`src/rtl/zube_bus_sequencer_if.sv`:
```
// Requester handshakes plus the zube peripheral bus, as seen by the sequencer.
// The master modport is the sequencer; slave is the requester/peripheral side.
interface zube_bus_sequencer_if;
   logic        req0, we0, done0;
   logic [15:0] addr0;
   logic [7:0]  wdata0;
   logic        req1, we1, done1;
   logic [15:0] addr1;
   logic [7:0]  wdata1;
   logic [7:0]  rdata;
   logic        busy;
   logic [15:0] address_bus;
   logic [7:0]  data_bus_out;
   logic [7:0]  data_bus_in;
   logic        write_strobe_b;
   logic        read_strobe_b;

   modport master (
      input  req0, we0, addr0, wdata0, req1, we1, addr1, wdata1, data_bus_in,
      output done0, done1, rdata, busy, address_bus, data_bus_out,
             write_strobe_b, read_strobe_b
   );

   modport slave (
      output req0, we0, addr0, wdata0, req1, we1, addr1, wdata1, data_bus_in,
      input  done0, done1, rdata, busy, address_bus, data_bus_out,
             write_strobe_b, read_strobe_b
   );
endinterface

```
`src/rtl/zube_bus_sequencer.sv`:
```
// Round-robin bus master: turns single-byte requests from two requesters into
// timed setup/strobe/hold cycles on the zube peripheral bus.
module zube_bus_sequencer #(
   parameter int SETUP_CYCLES  = 1,
   parameter int STROBE_CYCLES = 4,
   parameter int HOLD_CYCLES   = 1
) (
   input  logic                 clk,
   input  logic                 reset_b,
   zube_bus_sequencer_if.master bus
);
   typedef enum logic [2:0] {IDLE, SETUP, STROBE, HOLD, DONE} state_t;

   localparam logic [3:0] SETUP_LD  = 4'(SETUP_CYCLES - 1);
   localparam logic [3:0] STROBE_LD = 4'(STROBE_CYCLES - 1);
   localparam logic [3:0] HOLD_LD   = 4'(HOLD_CYCLES - 1);

   state_t      state, state_nxt;
   logic [3:0]  cnt, cnt_nxt;
   logic        last_grant, last_grant_nxt;
   logic        gnt, gnt_nxt;
   logic        cyc_we, cyc_we_nxt;
   logic        pick;
   logic [1:0]  req, done, done_nxt;
   logic [15:0] addr_q, addr_nxt;
   logic [7:0]  dout_q, dout_nxt, rdata_q, rdata_nxt;
   logic        wstb_b, wstb_b_nxt, rstb_b, rstb_b_nxt;
   logic        busy_q, busy_nxt;

   assign req  = {bus.req1, bus.req0};
   // on a tie, serve the requester that was not served last
   assign pick = (&req) ? ~last_grant : req[1];

   always_comb begin
      state_nxt      = state;
      cnt_nxt        = cnt;
      last_grant_nxt = last_grant;
      gnt_nxt        = gnt;
      cyc_we_nxt     = cyc_we;
      addr_nxt       = addr_q;
      dout_nxt       = dout_q;
      rdata_nxt      = rdata_q;
      wstb_b_nxt     = wstb_b;
      rstb_b_nxt     = rstb_b;
      done_nxt       = 2'b00;
      case (state)
         IDLE: if (|req) begin
            gnt_nxt        = pick;
            last_grant_nxt = pick;
            addr_nxt       = pick ? bus.addr1  : bus.addr0;
            dout_nxt       = pick ? bus.wdata1 : bus.wdata0;
            cyc_we_nxt     = pick ? bus.we1    : bus.we0;
            cnt_nxt        = SETUP_LD;
            state_nxt      = SETUP;
         end
         SETUP: if (cnt == 4'd0) begin
            wstb_b_nxt = ~cyc_we;
            rstb_b_nxt = cyc_we;
            cnt_nxt    = STROBE_LD;
            state_nxt  = STROBE;
         end else cnt_nxt = cnt - 4'd1;
         STROBE: if (cnt == 4'd0) begin
            if (!cyc_we) rdata_nxt = bus.data_bus_in;
            wstb_b_nxt = 1'b1;
            rstb_b_nxt = 1'b1;
            cnt_nxt    = HOLD_LD;
            state_nxt  = HOLD;
         end else cnt_nxt = cnt - 4'd1;
         HOLD: if (cnt == 4'd0) begin
            done_nxt[gnt] = 1'b1;
            state_nxt     = DONE;
         end else cnt_nxt = cnt - 4'd1;
         DONE:    state_nxt = IDLE;
         default: state_nxt = IDLE;
      endcase
      busy_nxt = (state_nxt != IDLE);
   end

   always_ff @(posedge clk or negedge reset_b) begin
      if (!reset_b) begin
         state      <= IDLE;
         cnt        <= 4'd0;
         last_grant <= 1'b1;
         gnt        <= 1'b0;
         cyc_we     <= 1'b0;
         addr_q     <= 16'h0000;
         dout_q     <= 8'h00;
         rdata_q    <= 8'h00;
         wstb_b     <= 1'b1;
         rstb_b     <= 1'b1;
         done       <= 2'b00;
         busy_q     <= 1'b0;
      end else begin
         state      <= state_nxt;
         cnt        <= cnt_nxt;
         last_grant <= last_grant_nxt;
         gnt        <= gnt_nxt;
         cyc_we     <= cyc_we_nxt;
         addr_q     <= addr_nxt;
         dout_q     <= dout_nxt;
         rdata_q    <= rdata_nxt;
         wstb_b     <= wstb_b_nxt;
         rstb_b     <= rstb_b_nxt;
         done       <= done_nxt;
         busy_q     <= busy_nxt;
      end
   end

   assign bus.done0          = done[0];
   assign bus.done1          = done[1];
   assign bus.rdata          = rdata_q;
   assign bus.busy           = busy_q;
   assign bus.address_bus    = addr_q;
   assign bus.data_bus_out   = dout_q;
   assign bus.write_strobe_b = wstb_b;
   assign bus.read_strobe_b  = rstb_b;
endmodule

```
`src/flat_wrapper.sv`:
```
// flat-port wrapper written by rule: the top's interface ports become plain ports
module zube_bus_sequencer_flat 
#(
   parameter int SETUP_CYCLES  = 1,
   parameter int STROBE_CYCLES = 4,
   parameter int HOLD_CYCLES   = 1
)
  (clk, reset_b, bus_req0, bus_we0, bus_addr0, bus_wdata0, bus_req1, bus_we1, bus_addr1, bus_wdata1, bus_data_bus_in, bus_done0, bus_done1, bus_rdata, bus_busy, bus_address_bus, bus_data_bus_out, bus_write_strobe_b, bus_read_strobe_b);
  zube_bus_sequencer_if bus_i ();
  input  logic clk;
  input  logic reset_b;
  input wire logic [$bits(bus_i.req0)-1:0] bus_req0;
  input wire logic [$bits(bus_i.we0)-1:0] bus_we0;
  input wire logic [$bits(bus_i.addr0)-1:0] bus_addr0;
  input wire logic [$bits(bus_i.wdata0)-1:0] bus_wdata0;
  input wire logic [$bits(bus_i.req1)-1:0] bus_req1;
  input wire logic [$bits(bus_i.we1)-1:0] bus_we1;
  input wire logic [$bits(bus_i.addr1)-1:0] bus_addr1;
  input wire logic [$bits(bus_i.wdata1)-1:0] bus_wdata1;
  input wire logic [$bits(bus_i.data_bus_in)-1:0] bus_data_bus_in;
  output wire logic [$bits(bus_i.done0)-1:0] bus_done0;
  output wire logic [$bits(bus_i.done1)-1:0] bus_done1;
  output wire logic [$bits(bus_i.rdata)-1:0] bus_rdata;
  output wire logic [$bits(bus_i.busy)-1:0] bus_busy;
  output wire logic [$bits(bus_i.address_bus)-1:0] bus_address_bus;
  output wire logic [$bits(bus_i.data_bus_out)-1:0] bus_data_bus_out;
  output wire logic [$bits(bus_i.write_strobe_b)-1:0] bus_write_strobe_b;
  output wire logic [$bits(bus_i.read_strobe_b)-1:0] bus_read_strobe_b;
  assign bus_i.req0 = bus_req0;
  assign bus_i.we0 = bus_we0;
  assign bus_i.addr0 = bus_addr0;
  assign bus_i.wdata0 = bus_wdata0;
  assign bus_i.req1 = bus_req1;
  assign bus_i.we1 = bus_we1;
  assign bus_i.addr1 = bus_addr1;
  assign bus_i.wdata1 = bus_wdata1;
  assign bus_i.data_bus_in = bus_data_bus_in;
  assign bus_done0 = bus_i.done0;
  assign bus_done1 = bus_i.done1;
  assign bus_rdata = bus_i.rdata;
  assign bus_busy = bus_i.busy;
  assign bus_address_bus = bus_i.address_bus;
  assign bus_data_bus_out = bus_i.data_bus_out;
  assign bus_write_strobe_b = bus_i.write_strobe_b;
  assign bus_read_strobe_b = bus_i.read_strobe_b;
  zube_bus_sequencer #(.SETUP_CYCLES(SETUP_CYCLES), .STROBE_CYCLES(STROBE_CYCLES), .HOLD_CYCLES(HOLD_CYCLES)) u_core (.clk(clk), .reset_b(reset_b), .bus(bus_i));
endmodule
```
`config.mk`:
```
export PLATFORM = sky130hd
export DESIGN_NAME = zube_bus_sequencer_flat
export DESIGN_NICKNAME = d
export VERILOG_FILES = /design/src/rtl/zube_bus_sequencer_if.sv /design/src/rtl/zube_bus_sequencer.sv /design/src/flat_wrapper.sv
export SDC_FILE = /design/constraint.sdc
export NUM_CORES = 1
export LEC_CHECK = 0
export BUFFER_PORTS_ARGS = -buffer_cell sky130_fd_sc_hd__buf_2
export CORE_AREA = 2 2 73 75
export DETAILED_ROUTE_END_ITERATION = 8
export DIE_AREA = 0 0 75 77
export GPL_TIMING_DRIVEN = 0
export PLACE_DENSITY_LB_ADDON = 0.2
export SLEW_MARGIN = 20
export SYNTH_ARGS = -nofsm -noshare
export SYNTH_HDL_FRONTEND = slang
export SYNTH_SLANG_ARGS = --single-unit
export TNS_END_PERCENT = 5
```
`constraint.sdc`:
```
create_clock -name clk -period 2.16 [get_ports clk]
set_clock_uncertainty 0.05 [all_clocks]
set_input_delay 0.324 -clock clk [delete_from_list [all_inputs] [get_ports clk]]
set_output_delay 0.324 -clock clk [all_outputs]
set_load 0.1 [all_outputs]
```
==> metrics.md <==
| Metric | Value |
|---|---|
| DR iter-0 viols | 45 |
| Vias/cell | 4.87 |
| Layout cells sized above 1 | 63.3% |
| Final hold violation count | 44 |
| CTS tree | done |
| Clk_lat worst skew | 0.30 ns |
| HP Class | primary input to asynchronous set/reset pin |
| RSZ-0062 raised after global routing | false |
| Max-slew violation count | 0 |
| Commonest non-fill, non-tap cell in the layout | buf_2 |
| Hold Slack | -0.0397 ns |
| Final Critical Period | 1.96 ns |
| Vias | 1657 |
| Rel. slew slack | 60.9% |
| Routed WL | 4440 um |
| Die ar. | 0.00578 mm^2 |
| Initial antenna violation count | 0 |
| Fmax | 511 MHz |
| Cell Rows | 26 |
| Io pins | 99 |
| Hold-fix buffers, CTS | 0 |
| Worst EP arrival | 2.10 ns |
| Failing checks | negative hold slack |
| Worst-Margin Slew | 0.582 ns |
| Nets | 332 |
| YS warnings | 0 |
| Total clock sinks | 47 |
| Vert. Die Dim | 77 um |
| CP required | 2.30 ns |
| Critical path endpoint category | flip-flop |
| Root Buffer | clkbuf_8 |
| Detailed-route DRC error count | 0 |
| Mapped Cells | 164 |
| Ant. Diodes | 0 |
| Clk buf depth | 2 |
| Setup Viol. Count Final | 0 |
| Number of synthesized flops with an enable pin | 0 |
| Mapped Avg Cell Area | 14.0 um^2 |
| Critical path type | flip-flop to flip-flop |
| H-tree levels | 2 |
| Post-CTS Resized | 0 |
| Sequential area share after synthesis | 51.5% |
| First-pass GRT wire length | 7260 um |
| Total CTS buffers | 5 |
| Startpoint types | flip-flop |
| Vias in the first global route | 1658 |
| Max Cap Viol | 0 |
| Cell area after synthesis | 0.00229 mm^2 |
| Worst-path clk slew | 0.09 ns |
| Crit Path Max Fanout | 8 |
| Flop and latch count out of synthesis | 47 |
| Area of the multi-input gates | 0.00104 mm^2 |
| Gr ovfl total | 0 |
| Hpwl dp | 3390 um |
| R2r worst-path depth | 5 |
| Routed Antenna Nets | 0 |
| Initial core utilization | 46.0% |
| Port bufs | 98 |
| RD Place Congestion | 0.738 |
| GRT Util Overall | 16.2% |
| Most frequent cells in the layout | 100 x buf_2, 47 x mux2_2, 44 x dfrtp_1 |
| Status | finished with violations |
| Synth Net Count | 227 |
| Reg-to-reg setup timing slack | 0.20 ns |
| Seq. cell area | 0.00118 mm^2 |
| Fill count | 428 |
| Area growth from synthesis to layout | 30.3% |
| WL/cell | 13.1 um |
| Largest net degree at the start of global routing | 48 |
| Synth Flop Type | dfrtp_1 |
| Yosys cell types | 40 |
| Period utilisation layout | 90.6% |
| Setup Fix Bufs, Post-CTS | 0 |
| Drt pass-1 iters | 5 |
| Post-synth ARST share | 100% |
| Total negative slack | 0 ns |
| Core area | 0.00498 mm^2 |
| Die Wd | 75 um |
synthesized netlist by cell type, types with 3 or more instances:
master	number	area share (%)
a32o_1	3	1.3
mux2_1	11	5.4
a21oi_1	6	1.3
buf_2	3	0.66
dfrtp_1	44	48
mux2_2	47	23
nor2_1	5	0.82
dfstp_2	3	3.4
inv_1	3	0.49
state kept, by name, indices dropped and copies added (netlist names):
name / count
u_core.bus.read_strobe_b: 1
u_core.state: 3
u_core.bus.address_bus: 16
u_core.gnt: 1
u_core.bus.busy: 1
u_core.cyc_we: 1
u_core.bus.rdata: 8
u_core.bus.write_strobe_b: 1
u_core.cnt: 4
u_core.done: 2
u_core.last_grant: 1
u_core.bus.data_bus_out: 8
layout make-up:
type	instances	share of cell area (%)
Inverter	3	0.378
Multi-Input combinational cell	106	34.9
Sequential cell	47	39.6
Tap cell	70	2.94
Timing Repair Buffer	98	16.5
Buffer	8	1.89
Clock inverter	3	1.47
Clock buffer	5	2.31
per-stage QoR:
stage               util [%]  hold slack, ns  worst slack (ns)  cell area, um^2  instances
finish                  59.9         -0.0397             0.204             2980        340
global route            59.9          0.0111            0.0652             2980        340
CTS                     59.9           0.177             0.186             2980        340
detailed placement      57.6           0.402             0.207             2870        332
global placement        57.6           0.406             0.211             2870        332
floorplan                  -         -0.0216             0.444             2290        164
critical path, cell delays in order, from the launching register on:
cell and delay, ns:
dfrtp_1 0.41, inv_1 0.07, ha_1 0.27, nand4bb_4 0.17, nor4_4 0.47, mux2_2 0.40
path summary, 6_finish.rpt:
kind / start / end
min in group clk: bus_data_bus_in[1] / u_core.bus.rdata[1]
min: reset_b / u_core.bus.rdata[6]
min reg2reg: u_core.gnt / u_core.done[0]
max in group asynchronous: reset_b / u_core.last_grant
max: u_core.cnt[0] / u_core.bus.rdata[2]
max reg2reg: u_core.cnt[0] / u_core.bus.rdata[2]
cells by family after synthesis:
kind of cell | Yosys count | synth area share, %
xor gates and xnor gates | 1 | 0.383
adders and majority gates | 1 | 0.546
and+or+nand+nor | 25 | 8.74
AOI/OAI and AO/OA | 20 | 6.89
muxes | 59 | 29.0
DFF | 47 | 51.5
buffers and inverters | 11 | 2.95
metal layers:
layer  vias to the layer above  global-route usage [%]  share of wire [%]
li1                        812                       -                  -
met1                       787                    18.6                 43
met2                        52                    28.8                 50
met3                         6                    3.68                5.9
met4                         0                    5.71                1.4
met5                         -                       0                  0
Power is left out: the tool's default activity adds up to more than one toggle a clock period on the data nets, which glitch-free logic cannot reach.
